===== src/rtl/cpu_pkg.sv =====
// Shared constants for the multi-cycle CPU control path:
// opcodes, FSM state encoding and instruction field positions.
package cpu_pkg;

   localparam logic [2:0] OP_MV  = 3'b000;
   localparam logic [2:0] OP_MVI = 3'b001;
   localparam logic [2:0] OP_ADD = 3'b010;
   localparam logic [2:0] OP_SUB = 3'b011;

   localparam int OP_HI = 8;
   localparam int OP_LO = 6;
   localparam int X_HI  = 5;
   localparam int X_LO  = 3;
   localparam int Y_HI  = 2;
   localparam int Y_LO  = 0;

   typedef enum logic [1:0] {
      T0 = 2'd0,
      T1 = 2'd1,
      T2 = 2'd2,
      T3 = 2'd3
   } state_t;

endpackage


===== src/rtl/dec_onehot.sv =====
// 3-bit index to N-wide one-hot decoder with enable.
// Indices at or beyond N decode to all zeros.
module dec_onehot #(
   parameter int N = 8
) (
   input  logic         en,
   input  logic [2:0]   idx,
   output logic [N-1:0] onehot
);

   always_comb begin
      onehot = '0;
      for (int i = 0; i < N; i++) begin
         if (en && (int'(idx) == i))
            onehot[i] = 1'b1;
      end
   end

endmodule


===== src/rtl/cpu_ctrl_fsm.sv =====
// Multi-cycle control FSM: decodes ir and sequences register
// enables and shared-bus selects across T0..T3.
module cpu_ctrl_fsm
   import cpu_pkg::*;
#(
   parameter int NUM_REGS = 8,
   parameter int IR_WIDTH = 9
) (
   input  logic                clk,
   input  logic                reset,
   input  logic                run,
   input  logic [IR_WIDTH-1:0] ir,
   output logic                IRin,
   output logic [NUM_REGS-1:0] Rin,
   output logic [NUM_REGS-1:0] Rout,
   output logic                DINout,
   output logic                Gout,
   output logic                Ain,
   output logic                Gin,
   output logic                AddSub,
   output logic                done
);

   state_t     state_q;
   state_t     state_d;
   logic [2:0] op;
   logic [2:0] fx;
   logic [2:0] fy;

   logic       irin_c;
   logic       rin_en;
   logic       rout_en;
   logic       rout_y;
   logic       din_c;
   logic       gout_c;
   logic       ain_c;
   logic       gin_c;
   logic       addsub_c;
   logic       done_c;
   logic [2:0] rout_idx;

   assign op = ir[OP_HI:OP_LO];
   assign fx = ir[X_HI:X_LO];
   assign fy = ir[Y_HI:Y_LO];

   always_ff @(posedge clk or negedge reset) begin
      if (!reset)
         state_q <= T0;
      else
         state_q <= state_d;
   end

   always_comb begin
      state_d  = state_q;
      irin_c   = 1'b0;
      rin_en   = 1'b0;
      rout_en  = 1'b0;
      rout_y   = 1'b0;
      din_c    = 1'b0;
      gout_c   = 1'b0;
      ain_c    = 1'b0;
      gin_c    = 1'b0;
      addsub_c = 1'b0;
      done_c   = 1'b0;
      unique case (state_q)
         T0: begin
            irin_c = run;
            if (run)
               state_d = T1;
         end
         T1: begin
            state_d = T0;
            unique case (1'b1)
               (op == OP_MV): begin
                  rout_en = 1'b1;
                  rout_y  = 1'b1;
                  rin_en  = 1'b1;
                  done_c  = 1'b1;
               end
               (op == OP_MVI): begin
                  din_c  = 1'b1;
                  rin_en = 1'b1;
                  done_c = 1'b1;
               end
               (op == OP_ADD),
               (op == OP_SUB): begin
                  rout_en = 1'b1;
                  ain_c   = 1'b1;
                  state_d = T2;
               end
               default: done_c = 1'b1;
            endcase
         end
         T2: begin
            rout_en  = 1'b1;
            rout_y   = 1'b1;
            gin_c    = 1'b1;
            addsub_c = (op == OP_SUB);
            state_d  = T3;
         end
         T3: begin
            gout_c  = 1'b1;
            rin_en  = 1'b1;
            done_c  = 1'b1;
            state_d = T0;
         end
         default: state_d = T0;
      endcase
   end

   assign rout_idx = rout_y ? fy : fx;

   // Decoder enables carry the reset gate so Rin/Rout clear asynchronously
   dec_onehot #(.N(NUM_REGS)) u_dec_rin (
      .en     (rin_en & reset),
      .idx    (fx),
      .onehot (Rin)
   );

   dec_onehot #(.N(NUM_REGS)) u_dec_rout (
      .en     (rout_en & reset),
      .idx    (rout_idx),
      .onehot (Rout)
   );

   assign IRin   = irin_c   & reset;
   assign DINout = din_c    & reset;
   assign Gout   = gout_c   & reset;
   assign Ain    = ain_c    & reset;
   assign Gin    = gin_c    & reset;
   assign AddSub = addsub_c & reset;
   assign done   = done_c   & reset;

endmodule


===== config.mk =====
export PLATFORM = sky130hd
export DESIGN_NAME = cpu_ctrl_fsm
export DESIGN_NICKNAME = d
export VERILOG_FILES = /design/src/rtl/cpu_pkg.sv /design/src/rtl/dec_onehot.sv /design/src/rtl/cpu_ctrl_fsm.sv
export SDC_FILE = /design/constraint.sdc
export NUM_CORES = 1
export LEC_CHECK = 0
export ABC_CLOCK_PERIOD_IN_PS = 1700
export CAP_MARGIN = 5
export CORE_MARGIN = 4
export CORE_UTILIZATION = 30
export CTS_CLUSTER_DIAMETER = 120
export DETAILED_ROUTE_END_ITERATION = 16
export GPL_ROUTABILITY_DRIVEN = 0
export PLACE_DENSITY = 0.75
export SYNTH_ARGS = -nofsm -noshare
export SYNTH_HDL_FRONTEND = slang
export SYNTH_SLANG_ARGS = --single-unit

===== constraint.sdc =====
create_clock -name clk -period 1.7 [get_ports clk]
set_input_delay 0.34 -clock clk [delete_from_list [all_inputs] [get_ports clk]]
set_output_delay 0.34 -clock clk [all_outputs]
set_load 0.02 [all_outputs]

=== Yosys cells after proc, flatten, opt, wreduce, memory -nomap -nowiden ===
Cells that the tools add are included.

* Multiplexer cells: 36
* Equal/unequal tests: 21
* Bitwise gates (word level): 9
* Reductions and logical operators: 23

{| class="wikitable"
|+ Operators by type and width
! cell !! count
|-
| 2-to-1 mux 1 bit || 28
|-
| equality test 3 bit (second input constant) || 8
|-
| equality test 3 x 2 -> 1 bit (second input constant) || 6
|-
| logical AND 1 bit || 16
|-
| AND 1 bit || 9
|-
| equality test 3 x 1 -> 1 bit (second input constant) || 3
|-
| zero test 3 bit || 3
|-
| one-hot mux 1 bit (2 select lines) || 4
|-
| one-hot mux 2 bit (4 select lines) || 1
|-
| equality test 2 bit (second input constant) || 2
|-
| 2-to-1 mux 2 bit || 2
|-
| OR reduction 2 bit || 2
|-
| 2-to-1 mux 3 bit || 1
|-
| OR reduction 3 bit || 1
|-
| equality test 2 x 1 -> 1 bit (second input constant) || 1
|-
| zero test 2 bit || 1
|-
| != test 2 bit (second input constant) || 1
|}

* Logic and storage cells: 90
* Flip-flop bits (word level): 2
* Input bits: 12
* Output and inout bits: 23

=== Longest topological paths before layout ===
Gate-level depths: netlist (run 1).

* Word-level depth: 7
* Mapped depth: 6
* Depth with buffers taken out: 6

=== Hierarchy ===
A second synthesis (run 1) with hierarchy kept.

* Cells, all modules: 51
* Area total of the unflattened synthesis: 499.2 um^2

{| class="wikitable"
|+ By module, submodules not included
! module !! instances !! area each (um^2) !! seq. area each (um^2) !! cells an instance
|-
| cpu_ctrl_fsm || 1 || 306.5 || 50.0 || 35
|-
| dec_onehot || 2 || 96.3 || 0.0 || 8
|}

=== Worst setup path before layout (run 1) ===
Ideal clock, no wire load.

* Kind: reg2out
* Start point: reg state_q[0]
* End point: out Rout[4]
* Path slack: -0.369 ns
* Path buffers: 0
* Required time: 1.360 ns
* Data arrival time: 1.729 ns
* Stages on the path, launching flop included: 6
* Path through: dfrtp_1 -> ha_1 -> nor4b_4 -> or3_1 -> a211oi_2 -> nor2b_1

* Word-level cells in the longest chain between the ends: 6
* Elaborated cells between the ends (all ways): 9
* Those cells by class: eq/ne: 3; mux: 4; bitwise: 1; reduce/logical: 1

{| class="wikitable"
|+ RTL lines
! element !! RTL line !! text
|-
| start, declared || cpu_ctrl_fsm.sv:24 || <nowiki>state_t state_q;</nowiki>
|-
| start signal, assigned || cpu_ctrl_fsm.sv:50 || <nowiki>state_q <= state_d;</nowiki>
|-
| equality test 2 bit or equality test 2 x 1 -> 1 bit (tied branches) || cpu_ctrl_fsm.sv:65 || <nowiki>unique case (state_q)</nowiki>
|-
| one-hot mux 1 bit (2 select lines) || cpu_ctrl_fsm.sv:65 ||
|-
| 2-to-1 mux 3 bit || cpu_ctrl_fsm.sv:111 || <nowiki>assign rout_idx = rout_y ? fy : fx;</nowiki>
|-
| equality test 3 bit || dec_onehot.sv:14 || <nowiki>if (en && (int'(idx) == i))</nowiki>
|-
| logical AND 1 bit * || dec_onehot.sv:14 ||
|-
| 2-to-1 mux 1 bit * || dec_onehot.sv:14 ||
|-
| end, declared || cpu_ctrl_fsm.sv:15 || <nowiki>output logic [NUM_REGS-1:0] Rout,</nowiki>
|}

Mark *: on every way between the ends. The rest lies on a longest branch, timed or not.

==> PnR_summary.wiki, run 1 <==
{| class="wikitable"
! Metric !! Value
|-
| Run status || complete, but fails checks
|-
| Violated checks || negative setup slack
|-
| YS warnings || 0
|-
| Clock root cell || sky130_fd_sc_hd__clkbuf_4
|-
| Final WS setup || -0.7609 ns
|-
| Hold Path Class || in -> async
|-
| I/O pin count || 35
|-
| Row count || 14
|-
| Period utilisation layout || 1.448
|-
| Routed wire length per instance || 20.79 um
|-
| Final ANT Viol Nets || 0
|-
| Non-filler instance count after layout || 154
|-
| Final worst clock skew || 0.005871 ns
|-
| Layout Utilization || 0.8904
|-
| Total congestion overflow || 0
|-
| Final design instance area without fill || 1341 sq um
|-
| H-tree depth reported by CTS || 1
|-
| Post-Synthesis Cell Area || 475.5 sq um
|-
| Number of sinks on the clock net || 2
|-
| Maximum number of pins on one net before global-route repair || 6
|-
| Share of cells above drive strength 1 || 0.6957
|-
| Worst vdd ir || 0.001044 V
|-
| CP Data Arrival Time || 2.12 ns
|-
| Minimum period implied by the final worst setup slack || 2.461 ns
|-
| Area after detailed placement || 1040 sq um
|-
| Clock tree from TritonCTS || built
|-
| Slew HR || 0.7161
|-
| Die boundary width || 47.81 um
|-
| Number of endpoints with negative hold slack in the final report || 0
|-
| Full die area || 2286 sq um
|-
| Synthesized net count || 81
|-
| Worst Setup EP || Rout[4]
|-
| Share of synthesized area occupied by flip-flops and latches || 0.1053
|-
| Number of failing setup endpoints in the final timing report || 22
|-
| Cell variety after synth || 25
|-
| Post-placement setup slack || -1.087 ns
|-
| Number of CTS-inserted buffers || 3
|-
| Sort of element at the end of the critical path || primary output
|-
| Max-cap violations || 0
|-
| Pin slew with the least headroom to its limit || 0.4238 ns
|-
| Total routing resource utilization after global routing || 0.2348
|-
| Nets || 156
|-
| Number of antenna cells inserted || 0
|-
| Unrepaired setup endpoints after global routing || true
|-
| Startpoint types || flop
|-
| Max Fclk || 406.4 MHz
|-
| Number of global-route vias before repair || 826
|-
| DRT iter0 DRCs || 25
|-
| Count of hold-fix buffers inserted at cts || 0
|-
| Total detailed-routing wirelength || 3201 um
|-
| Mean cell area of the mapped netlist || 7.315 sq um
|-
| Detailed-route vias per instance || 5.519
|-
| Number of pins exceeding their max-slew limit in the final report || 0
|-
| Total DRC errors in the routed layout || 0
|-
| Most frequent standard cell in the layout excluding fill and tap cells || sky130_fd_sc_hd__buf_4
|-
| Data required time of the critical path || 1.36 ns
|-
| Class of the most critical setup path || reg -> out
|-
| Setup slack of the worst register-to-register path || 0.19 ns
|-
| Global-route wire length before repair || 3691 um
|-
| Layout-stage area growth over the synthesis result || 182.1%
|-
| Maximum net fanout on the critical path || 4
|-
| DP Cell Count || 135
|-
| Number of instances in the synthesized netlist || 65
|-
| Number of vias in the routed layout || 850
|-
| Leak || 0.6112 nW
|-
| Initial antenna violation count || 0
|-
| Most used cells in the layout excluding fill and tap cells || 36 x sky130_fd_sc_hd__buf_4, 21 x sky130_fd_sc_hd__buf_6, 9 x sky130_fd_sc_hd__nor2_1, 7 x sky130_fd_sc_hd__clkdlybuf4s50_1, 6 x sky130_fd_sc_hd__nand2b_1
|-
| Synth Register Bits || 2
|-
| Core outline area || 1506 sq um
|-
| Deepest clock path buffer count || 2
|-
| Number of buffer cells added on primary ports || 34
|-
| Number of detailed-route iterations in the first pass || 4
|-
| Clock latency at the later pin of the worst-skew pair || 0.23 ns
|-
| Post-DP HPWL || 1603 um
|-
| Starting utilization of the core area || 0.3156
|-
| Ratio of total power to cell area || 1051 nW/um^2
|-
| Number of cells on the worst reg-to-reg path || 7
|-
| Height of the chip || 47.81 um
|-
| Clock transition time at the flip-flop clock pins of the worst setup and hold paths || 0.04 ns
|}
[worst min path at each step]
stage                from    endpoint  slack (ns)  depth (start not counted)
finish              reset   async pin        0.40                          4
floorplan           reset   async pin        0.04                          0
detailed placement  reset  state_q[0]        0.68                          2
global route        reset  state_q[0]        0.40                          4
global placement    reset  state_q[0]        0.68                          2
CTS                 reset   async pin        0.36                          4
[cells in the mapped netlist (all sizes together)]
| library cell | count | area share |
|---|---|---|
| o21ai | 2 | 0.029 |
| nor2 | 12 | 0.095 |
| and2 | 4 | 0.053 |
| mux2 | 1 | 0.032 |
| nor4b | 2 | 0.068 |
| a21oi | 2 | 0.021 |
| nor2b | 5 | 0.066 |
| nand2 | 4 | 0.032 |
| nor3 | 2 | 0.021 |
| nand2b | 6 | 0.079 |
| or3 | 1 | 0.013 |
| o211ai | 2 | 0.032 |
| nand4bb | 1 | 0.024 |
| inv | 4 | 0.032 |
| and3 | 3 | 0.039 |
| o21bai | 1 | 0.016 |
| dfrtp | 2 | 0.11 |
| a41o | 1 | 0.021 |
| mux2i | 3 | 0.063 |
| a31oi | 1 | 0.013 |
| a211oi | 1 | 0.026 |
| ha | 4 | 0.11 |
| nor3b | 1 | 0.016 |
[power by group]
group / internal (mW) / leakage (nW) / switching (mW)
Sequential: 0.0739 / 0.0244 / 0.0461
Combinational: 0.642 / 0.573 / 0.536
Clock: 0.0784 / 0.0138 / 0.0328
Total: 0.794 / 0.611 / 0.615
[kinds of logic (layout without fill, tap and decap cells)]
family                     Yosys count  count (layout)  synth area share
AOI/OAI and AO/OA                   10              10            0.1579
and+or+nand+nor                     41              41            0.5053
buffers and inverters                4              77           0.03157
muxes                                4               4           0.09473
DFF                                  2               2            0.1053
adders and majority gates            4               4            0.1053
[critical path, cell delays in order (launching register included)]
cell,delay (ns)
sky130_fd_sc_hd__dfrtp_1,0.43
sky130_fd_sc_hd__inv_2,0.11
sky130_fd_sc_hd__ha_4,0.14
sky130_fd_sc_hd__nor4b_4,0.35
sky130_fd_sc_hd__o21ai_2,0.16
sky130_fd_sc_hd__a211oi_4,0.34
sky130_fd_sc_hd__nor2b_4,0.22
sky130_fd_sc_hd__buf_6,0.13
[what timing repair did]
action	in CTS	in global routing
pin swaps	12	16
buffers inserted	10	11
resized for setup	146	20
setup endpoints to repair	23	23
[layer usage]
| metal | GRT usage | wire length [um] | up-vias |
|---|---|---|---|
| met4 | 0.1344 | 123 | 0 |
| met5 | 0 | 0 | - |
| met3 | 0.007519 | 162 | 16 |
| met1 | 0.2695 | 1181 | 416 |
| li1 | - | - | 377 |
| met2 | 0.4274 | 1734 | 41 |
[layout make-up]
type,instances,area [sq um]
clock buffer,3,22.52
tap,16,20.02
multi-input combinational,59,603.1
timing repair buffer,70,629.4
fill,69,165.2
sequential,2,51.30
inverter,4,15.01
[through the flow]
| step | total power, mW | setup TNS, ns | hold slack [ns] |
|---|---|---|---|
| floorplan | 0.4512 | -1.785 | 0.04441 |
| global placement | 0.7507 | -18.48 | 0.6754 |
| detailed placement | 0.7723 | -19.14 | 0.6782 |
| CTS | 1.122 | -8.348 | 0.3557 |
| global route | 1.466 | -12.61 | 0.4011 |
| finish | 1.410 | -11.38 | 0.4029 |
Note: power is estimated with default switching activity, not from simulation.
==> run 2, diff against run 1 <==
ABC_CLOCK_PERIOD_IN_PS = 2870   (was 1700)
PLACE_DENSITY = default   (was 0.75)
PLACE_DENSITY_LB_ADDON = 0.3   (was default)
clock period = 2.87 ns   (was 1.7 ns; I/O delays follow)
==> run 2 against run 1 <==
  * The run now ends clean
  * Sequential share of layout area increased by 1.9 points
  * Core utilization decreased by 31 points
  * Worst hold slack improved by 0.25 ns
  * Clock power decreased by 44%
  * Register-to-register slack improved by 1.4 ns
  * Critical path depth decreased by 2
  * Global-route usage decreased by 9.9 points
  * Sequential cell count unchanged
  * Die area unchanged
  * Critical endpoint is now Ain
==> PnR_summary.wiki, run 2 (synthesis results as in run 1) <==
{| class="wikitable"
! Metric !! Value
|-
| Total detailed-routing wirelength || 1407 um (-56%)
|-
| Startpoint types || input pin
|-
| Number of pins exceeding their max-slew limit in the final report || 0 (unchanged)
|-
| Post-placement setup slack || -0.2816 ns (+0.8053 ns)
|-
| Slew HR || 0.7697 (+0.05360)
|-
| Core outline area || 1506 sq um (unchanged)
|-
| Height of the chip || 47.81 um (unchanged)
|-
| Number of sinks on the clock net || 2 (unchanged)
|-
| Number of failing setup endpoints in the final timing report || 0 (-100%)
|-
| Detailed-route vias per instance || 4.772 (-14%)
|-
| Run status || completed
|-
| Total congestion overflow || 0 (unchanged)
|-
| Max Fclk || 360.5 MHz
|-
| Full die area || 2286 sq um (unchanged)
|-
| Clock root cell || sky130_fd_sc_hd__clkbuf_4
|-
| Clock transition time at the flip-flop clock pins of the worst setup and hold paths || 0.03 ns (about the same)
|-
| Starting utilization of the core area || 0.3156 (unchanged)
|-
| Met1 usage || 0.1689 (-0.1006)
|-
| Share of cells above drive strength 1 || 0.2432 (-0.4524)
|-
| Worst vdd ir || 0.0003585 V (-66%)
|-
| DRT iter0 DRCs || 5 (-80%)
|-
| Number of inserted filler cells in the final layout || 145 (+110%)
|-
| Layout-stage area growth over the synthesis result || 85.26%
|-
| Grt met3 use || 0.03008 (+0.02256)
|-
| Leak || 0.4580 nW (-25%)
|-
| Final worst clock skew || 0.004767 ns (-0.001104 ns)
|-
| Maximum net fanout on the critical path || 4 (unchanged)
|-
| Number of global-route vias before repair || 562 (-32%)
|-
| Minimum period implied by the final worst setup slack || 2.774 ns
|-
| Hold Path Class || reg -> reg
|-
| Number of endpoints with negative hold slack in the final report || 0 (unchanged)
|-
| Overall power || 0.4313 mW (-69%)
|-
| Pin slew with the least headroom to its limit || 0.3439 ns (-0.07993 ns)
|-
| Row count || 14 (unchanged)
|-
| Global-route wire length before repair || 2201 um (-40%)
|-
| Ratio of total power to cell area || 489.7 nW/um^2 (-53%)
|-
| CP Data Arrival Time || 2.20 ns (+0.08 ns)
|-
| Initial antenna violation count || 0 (unchanged)
|-
| Final ANT Viol Nets || 0 (unchanged)
|-
| Unrepaired setup endpoints after global routing || false
|-
| Final WS setup || 0.09588 ns (+0.8568 ns)
|-
| Number of detailed-route iterations in the first pass || 2 (-2)
|-
| Number of buffer cells added on primary ports || 34 (unchanged)
|-
| Total DRC errors in the routed layout || 0 (unchanged)
|-
| Routed wire length per instance || 11.08 um (-47%)
|-
| Final design instance area without fill || 880.8 sq um (-34%)
|-
| Die boundary width || 47.81 um (unchanged)
|-
| Maximum number of pins on one net before global-route repair || 7 (+1)
|-
| Class of the most critical setup path || in -> out
|-
| Final-layout setup total negative slack || 0 ns (+11.38 ns)
|-
| Clock latency at the later pin of the worst-skew pair || 0.22 ns (about the same)
|-
| Most frequent standard cell in the layout excluding fill and tap cells || sky130_fd_sc_hd__clkdlybuf4s50_1
|-
| Max-cap violations || 0 (unchanged)
|-
| Number of CTS-inserted buffers || 3 (unchanged)
|-
| Number of antenna cells inserted || 0 (unchanged)
|-
| Deepest clock path buffer count || 2 (unchanged)
|-
| Area after detailed placement || 903.4 sq um (-13%)
|-
| Data required time of the critical path || 2.30 ns (+0.94 ns)
|-
| Buffer count from post-CTS setup fixing || 0 (-10)
|-
| Non-filler instance count after layout || 127 (-18%)
|-
| Clock tree from TritonCTS || built
|-
| Post-DP HPWL || 1194 um (-26%)
|-
| H-tree depth reported by CTS || 1 (unchanged)
|-
| Sequential standard cell area || 50.05 sq um (-2.4%)
|-
| Multi-input gate area in the final layout || 416.7 sq um (-31%)
|-
| I/O pin count || 35 (unchanged)
|-
| Sort of element at the end of the critical path || primary output
|-
| Most used cells in the layout excluding fill and tap cells || 17 x sky130_fd_sc_hd__clkdlybuf4s50_1, 12 x sky130_fd_sc_hd__nor2_1, 9 x sky130_fd_sc_hd__clkbuf_2, 9 x sky130_fd_sc_hd__buf_4, 7 x sky130_fd_sc_hd__dlygate4sd2_1
|-
| Number of vias in the routed layout || 606 (-29%)
|-
| Met2 track utilization from global routing || 0.2137 (-0.2137)
|-
| Period utilisation layout || 0.9666
|-
| Total routing resource utilization after global routing || 0.1363 (-0.09859)
|-
| Nets || 129 (-17%)
|-
| DP Cell Count || 124 (-8.1%)
|-
| Busiest layer in global routing || met2
|}
## run 2: changes by cell type in the layout (fill, tap and decap cells not counted), sizes merged
cell,delta
buf,-49
clkdlybuf4s50,+10
clkbuf,+9
dlygate4sd2,+4
clkdlybuf4s15,-2
dlymetal6s2s,+1
## run 2: layer usage
metal,up-vias,part of all wire
li1,322,-
met4,0,0
met2,23,0.46
met3,0,0.082
met1,261,0.46
met5,-,0
## run 2: per-stage QoR
| step | hold slack [ns] | util |
|---|---|---|
| 6_report | 0.6556 | 0.5847 |
| 5_1_grt | 0.6815 | 0.5847 |
| 4_1_cts | 0.6556 | 0.6013 |
| 3_5_place_dp | 0.6438 | 0.5997 |
| 3_3_place_gp | 0.6479 | 0.5997 |
| 2_1_floorplan | 0.2784 | - |
## run 2: power breakdown
part           switching (mW)  total (mW)  internal (mW)
sequential             0.0162      0.0585         0.0423
clock                  0.0159      0.0620         0.0461
combinational           0.157       0.311          0.153
## run 2: worst paths after layout
path	to	cells past startpoint	slack, ns	startpoint
setup / recovery	Ain	5	0.1	ir[7]
hold / removal	flop	1	0.66	state_q[0]
setup reg to reg	flop	5	1.61	state_q[0]
hold reg to reg	flop	1	0.66	state_q[0]
max in group asynchronous	state_q[0]	2	2.07	reset
min in group asynchronous	async pin	2	0.70	reset
## run 2: area by class of cell
type                    count  area share
repair buffers             43      0.4048
well taps                  16     0.02273
clock buffers               3     0.02557
flip-flops and latches      2     0.05682
multi-input cells          59      0.4730
inverters                   4     0.01705
## run 2: critical path, cell delays in order
cell,delay [ns]
sky130_fd_sc_hd__clkdlybuf4s50_1,0.52
sky130_fd_sc_hd__buf_4,0.14
sky130_fd_sc_hd__nor2b_2,0.19
sky130_fd_sc_hd__and3_1,0.17
sky130_fd_sc_hd__clkdlybuf4s50_1,0.60
## run 2: what timing repair did
item                       in CTS  in global routing
gates resized for setup        16                 22
hold buffers                    0                  0
pin swaps                       0                  1
setup endpoints to repair      16                 12
==> run 3, diff against run 2 <==
ABC_CLOCK_PERIOD_IN_PS = 3350   (was 2870)
CORE_UTILIZATION = 36   (was 30)
clock period = 3.35 ns   (was 2.87 ns; I/O delays follow)
==> run 3 against run 2 <==
  * Setup slack improved by 0.023 ns
  * Via count is 1.2% higher
  * Clock power is 12% lower
  * Core utilization increased by 18 points
  * Sequential cell count unchanged
  * Total power fell by 16%
  * Count of clock-buffer cells in the layout is the same
  * Register-to-register slack better by 0.46 ns
  * Largest cell class unchanged
==> PnR_summary.wiki, run 3 (synthesis results as in run 1) <==
{| class="wikitable"
! Metric !! Value
|-
| Most used cells in the layout excluding fill and tap cells || 25 x sky130_fd_sc_hd__clkdlybuf4s50_1, 12 x sky130_fd_sc_hd__nor2_1, 7 x sky130_fd_sc_hd__dlymetal6s2s_1, 6 x sky130_fd_sc_hd__nand2b_1, 5 x sky130_fd_sc_hd__nor2b_1
|-
| Height of the chip || 44.34 um (-7.3%)
|-
| I/O pin count || 35 (unchanged)
|-
| Final worst clock skew || 0.0001331 ns (-0.004634 ns)
|-
| Number of CTS-inserted buffers || 3 (unchanged)
|-
| Period utilisation layout || 0.9646
|-
| Detailed-route vias per instance || 5.108 (+7.1%)
|-
| Number of endpoints with negative hold slack in the final report || 0 (unchanged)
|-
| Startpoint types || input pin
|-
| Number of failing setup endpoints in the final timing report || 0 (unchanged)
|-
| CP Cell Sequence || clkdlybuf4s50_1, buf_4, nor3b_1, o211ai_1, nor3_1, clkdlybuf4s50_1
|-
| Run status || completed
|-
| Max-cap violations || 0 (unchanged)
|-
| Number of detailed-route iterations in the first pass || 4 (+2)
|-
| Number of global-route vias before repair || 584 (+3.9%)
|-
| Total detailed-routing wirelength || 1494 um (+6.2%)
|-
| Worst vdd ir || 0.0003019 V (-16%)
|-
| Clock latency at the later pin of the worst-skew pair || 0.23 ns (about the same)
|-
| Routed wire length per instance || 12.45 um (+12%)
|-
| Unrepaired setup endpoints after global routing || false
|-
| Pin slew with the least headroom to its limit || 0.3537 ns (+0.009795 ns)
|-
| Critical-path cell with the highest stage delay || sky130_fd_sc_hd__clkdlybuf4s50_1
|-
| Max Fclk || 309.5 MHz
|-
| Fraction of power spent switching nets || 0.4566 (+0.01757)
|-
| Core outline area || 1171 sq um (-22%)
|-
| Clock network fraction of design power || 0.150 (+0.006)
|-
| Number of inserted filler cells in the final layout || 93 (-36%)
|-
| Buffer count from post-CTS setup fixing || 0 (unchanged)
|-
| Layout Utilization || 0.7692 (+0.1845)
|-
| Maximum net fanout on the critical path || 4 (unchanged)
|-
| Post-placement setup slack || -0.02127 ns (+0.2603 ns)
|-
| Clock tree from TritonCTS || built
|-
| Sequential standard cell area || 50.05 sq um (unchanged)
|-
| DRT iter0 DRCs || 12 (+7)
|-
| Leak || 0.5163 nW (+13%)
|-
| Maximum number of pins on one net before global-route repair || 8 (+1)
|-
| Worst path most repeated cell || sky130_fd_sc_hd__clkdlybuf4s50_1
|-
| Layout-stage area growth over the synthesis result || 89.47%
|-
| Clock transition time at the flip-flop clock pins of the worst setup and hold paths || 0.03 ns (about the same)
|-
| H-tree depth reported by CTS || 1 (unchanged)
|-
| Non-filler instance count after layout || 120 (-5.5%)
|-
| Hold Path Class || reg -> reg
|-
| Share of cells above drive strength 1 || 0.1038 (-0.1395)
|-
| Number of buffer cells added on primary ports || 34 (unchanged)
|-
| Ratio of total power to cell area || 403.2 nW/um^2 (-18%)
|-
| Number of sinks on the clock net || 2 (unchanged)
|-
| Global-route wire length before repair || 2415 um (+9.7%)
|-
| Most frequent standard cell in the layout excluding fill and tap cells || sky130_fd_sc_hd__clkdlybuf4s50_1
|-
| Initial antenna violation count || 0 (unchanged)
|-
| Final WS setup || 0.1185 ns (+0.02265 ns)
|-
| Cell internal power dissipation || 0.1974 mW (-18%)
|-
| Full die area || 1966 sq um (-14%)
|-
| CP Data Arrival Time || 2.56 ns (+0.36 ns)
|-
| Deepest clock path buffer count || 2 (unchanged)
|-
| Final ANT Viol Nets || 0 (unchanged)
|-
| DP Cell Count || 117 (-5.6%)
|-
| Count of hold-fix buffers inserted at cts || 0 (unchanged)
|-
| Multi-input gate area in the final layout || 410.4 sq um (-1.5%)
|-
| Slew HR || 0.7632 (-0.006559)
|-
| Total DRC errors in the routed layout || 0 (unchanged)
|-
| Nets || 124 (-3.9%)
|-
| Combinational share of power || 0.712 (-0.009)
|-
| Sequential Power Share || 0.139 (+0.003)
|-
| Row count || 12 (-2)
|-
| Sort of element at the end of the critical path || primary output
|-
| Class of the most critical setup path || in -> out
|-
| Starting utilization of the core area || 0.4060 (+0.09037)
|-
| Number of pins exceeding their max-slew limit in the final report || 0 (unchanged)
|-
| Number of antenna cells inserted || 0 (unchanged)
|-
| Minimum period implied by the final worst setup slack || 3.231 ns
|-
| Total congestion overflow || 0 (unchanged)
|-
| Number of vias in the routed layout || 613 (+1.2%)
|-
| Crit path largest cell delay || 0.63 ns (+0.03 ns)
|-
| Die boundary width || 44.34 um (-7.3%)
|-
| Psw || 0.1659 mW (-12%)
|-
| Data required time of the critical path || 2.68 ns (+0.38 ns)
|-
| Post-DP HPWL || 1280 um (+7.1%)
|-
| Total routing resource utilization after global routing || 0.1658 (+0.02958)
|-
| Clock root cell || sky130_fd_sc_hd__clkbuf_4
|}
## run 3: cell types whose count changed in the layout (fill, tap and decap cells not counted), sizes merged
| cell | previous run | this run |
|---|---|---|
| clkbuf | 12 | 3 |
| clkdlybuf4s50 | 17 | 25 |
| dlymetal6s2s | 1 | 7 |
| buf | 9 | 4 |
| dlygate4sd2 | 7 | 2 |
## run 3: final cells by class
class                           instances  area share
Multi-Input combinational cell         59      0.4556
Timing Repair Buffer                   38      0.4278
Sequential cell                         2     0.05556
Clock buffer                            3     0.02500
Tap cell                               14     0.01944
Inverter                                4     0.01667
## run 3: path summary, 6_finish.rpt
kind,start,end,depth (start not counted),slack [ns]
max in group asynchronous,reset,state_q[0],2,2.38
hold reg to reg,state_q[0],flop,1,0.66
min in group asynchronous,reset,async pin,2,0.88
setup / recovery,ir[7],Rin[4],6,0.12
hold / removal,state_q[0],flop,1,0.66
setup reg to reg,state_q[0],flop,5,2.07
## run 3: power groups by stage
stage	clock network (mW)	logic (mW)	registers, mW
after floorplan	0	0.169	0.0475
after global placement	0	0.250	0.0494
after global routing	0.0610	0.286	0.0529
after CTS	0.0573	0.262	0.0499
final	0.0544	0.259	0.0503
after detailed placement	0	0.260	0.0501
## run 3: worst max-delay path, delay by kind of cell
kind / cells / cell delay (ns)
and+or+nand+nor: 2 / 0.42
buffers and inverters: 3 / 1.27
AOI/OAI and AO/OA: 1 / 0.19
## run 3: routing by layer
layer,vias to the layer above,wire (um),global-route usage
met1,282,634,0.1928
met4,0,34,0.1084
met2,13,780,0.2791
li1,314,-,-
met5,-,0,0
met3,4,45,0.02439
## run 3: repair_timing
item	CTS	global route
gates cloned	0	0
pin swaps	0	0
resized for setup	2	7
setup endpoints to repair	2	7
## run 3: stage by stage
step / cell area, sq um / total power [mW] / setup TNS [ns] / hold WS, ns
after floorplan: 475.5 / 0.2163 / 0 / 0.3744
after global placement: 863.3 / 0.2992 / 0 / 0.6333
after detailed placement: 863.3 / 0.3098 / -0.03788 / 0.6430
after CTS: 883.3 / 0.3697 / 0 / 0.6522
after global routing: 900.9 / 0.3999 / 0 / 0.6915
final: 900.9 / 0.3632 / 0 / 0.6563
==> RTL change: new RTL, flow settings as in run 1 <==
Add an input register stage for `run` and `ir`, with the module's reset; this delays them by one clock. Comments in the files are not updated.
--- a/src/rtl/cpu_ctrl_fsm.sv
+++ b/src/rtl/cpu_ctrl_fsm.sv
@@ -21,6 +21,19 @@
    output logic                done
 );
 
+   logic run_q;
+   logic [IR_WIDTH-1:0] ir_q;
+
+   always_ff @(posedge clk or negedge reset) begin
+      if (!reset) begin
+         run_q <= '0;
+         ir_q  <= '0;
+      end else begin
+         run_q <= run;
+         ir_q  <= ir;
+      end
+   end
+
    state_t     state_q;
    state_t     state_d;
    logic [2:0] op;
@@ -39,9 +52,9 @@
    logic       done_c;
    logic [2:0] rout_idx;
 
-   assign op = ir[OP_HI:OP_LO];
-   assign fx = ir[X_HI:X_LO];
-   assign fy = ir[Y_HI:Y_LO];
+   assign op = ir_q[OP_HI:OP_LO];
+   assign fx = ir_q[X_HI:X_LO];
+   assign fy = ir_q[Y_HI:Y_LO];
 
    always_ff @(posedge clk or negedge reset) begin
       if (!reset)
@@ -64,8 +77,8 @@
       done_c   = 1'b0;
       unique case (state_q)
          T0: begin
-            irin_c = run;
-            if (run)
+            irin_c = run_q;
+            if (run_q)
                state_d = T1;
          end
          T1: begin
Check against the original RTL: not equivalent (Yosys sat finds a counterexample within 4 cycles, from zero or initial values and one cycle with reset low).
==> RTL change against run 1 <==
- the run still ends with negative setup slack left
- utilization fell by 18 points
- count of clock-buffer cells in the layout rose by 1
- critical path type unchanged
- total power rose by 19%
- routed wire length fell by 25%
- cell count rose by 12%
- worst setup slack improved by 45 ps
- global-route usage fell by 9.6 points
- sequential cell count rose by 10
- first-iteration DRC count fell by 64%
- area after synthesis rose by 53%
- final area rose by 19%
- clock power rose by 99%
==> RTL change: results (changes against run 1) <==
Worst-skew pair later-pin latency -> 270 ps (+40 ps)
Final setup fails -> 22 (unchanged)
First-pass GRT wire length -> 3570 µm (-3.2%)
Switching share of total power -> 0.365 (-0.0715)
Initial DRC count -> 9 (-64%)
Clock power frac -> 0.131 (+0.052)
TNS Setup -> -10560 ps (+817 ps)
Layout cell share with drive strength beyond 1 -> 0.662 (-0.0336)
Clock Skew -> 5.47 ps (-0.397 ps)
Outcome -> finished with violations
Placed cell area -> 1310 µm² (+26%)
Leakage -> 0.713 nW (+17%)
Total GRT Usage -> 0.138 (-0.0964)
CP Max Fanout -> 3 (-1)
Synth top area cells -> dfrtp_1, ha_1, nor2_1, nand2b_1, nor2b_1
Violated checks -> negative setup slack
Sequential cell area fraction in the yosys report -> 0.414 (+0.309)
Fin util -> 0.709 (-0.181)
Vias in the first global route -> 791 (-4.2%)
Largest net degree at the start of global routing -> 10 (+4)
PnR worst setup slack -> -716 ps (+45.1 ps)
Peak supply drop -> 0.000798 V (-24%)
Setup WS pre-CTS -> -822 ps (+265 ps)
Syn nets -> 91 (+12%)
Filler cells -> 166 (+140%)
Post-DP HPWL -> 1710 µm (+6.6%)
Slowest stage cell, crit path -> or3_4
## RTL change: cell count changes in the layout (fill, tap and decap cells not counted), moves of 2 or more
cell	change
and2_4	-2
clkdlybuf4s50_1	+3
dfrtp_1	+10
dlygate4sd2_1	-3
nor2_1	-3
nor2_4	+2
## RTL change: repair_timing
item | CTS | global route
hold endpoints to repair | 0 | 0
resized for setup | 124 | 44
setup endpoints to repair | 23 | 23
pin swaps | 6 | 9
buffers inserted | 6 | 5
hold buffers | 0 | 0
cloned | 0 | 0
## RTL change: layer usage
metal / track usage / wire length [µm] / vias up
li1: - / - / 397
met1: 0.155 / 968 / 387
met2: 0.261 / 1270 / 25
met3: 0.0362 / 109 / 4
met4: 0.0298 / 43 / 0
met5: 0 / 0 / -
## RTL change: layout make-up
class | count | share of cell area
Sequential cell | 12 | 0.189
Clock buffer | 4 | 0.0227
Timing Repair Buffer | 66 | 0.376
Inverter | 4 | 0.00939
Tap cell | 28 | 0.0219
Multi-Input combinational cell | 59 | 0.382
## RTL change: worst reg2reg max path: cells and delay by family, from the launching register on
kind | cells | cell delay [ps]
adders and majority gates | 1 | 150
DFF | 1 | 390
AOI/OAI and AO/OA | 2 | 280
buffers and inverters | 3 | 360
and+or+nand+nor | 1 | 90
## RTL change: worst paths after layout
path,from,end,slack (ps)
worst max-delay path,flop,Rout[7],-720
worst min-delay path,reset,state_q[0]$_DFFE_PN0P_,90
worst max register to register,flop,flop,310
worst min register to register,run_q$_DFF_PN0_,state_q[0]$_DFFE_PN0P_,620
max in group asynchronous,reset,ir_q[7]$_DFF_PN0_,1330
min in group clk,ir[2],ir_q[2]$_DFF_PN0_,500
## RTL change: through the flow
step	hold slack, ps	instances
floorplan	44.4	75
global placement	590	158
detailed placement	594	158
CTS	429	168
global route	91.2	173
finish	88.8	173
## RTL change: kinds of logic after synthesis
kind of cell,synth area share
simple gates,0.331
flops,0.414
compound gates,0.103
buf+inv,0.0207
mux,0.0621
fa+ha+maj,0.0690
## RTL change: power groups by stage
stage | clock, W | sequential, W | combinational [W]
CTS | 0.000230 | 0.000356 | 0.000768
finish | 0.000221 | 0.000366 | 0.00110
global placement | 0 | 0.000356 | 0.000664
detailed placement | 0 | 0.000359 | 0.000685
global route | 0.000248 | 0.000370 | 0.00117
floorplan | 0 | 0.000361 | 0.000353
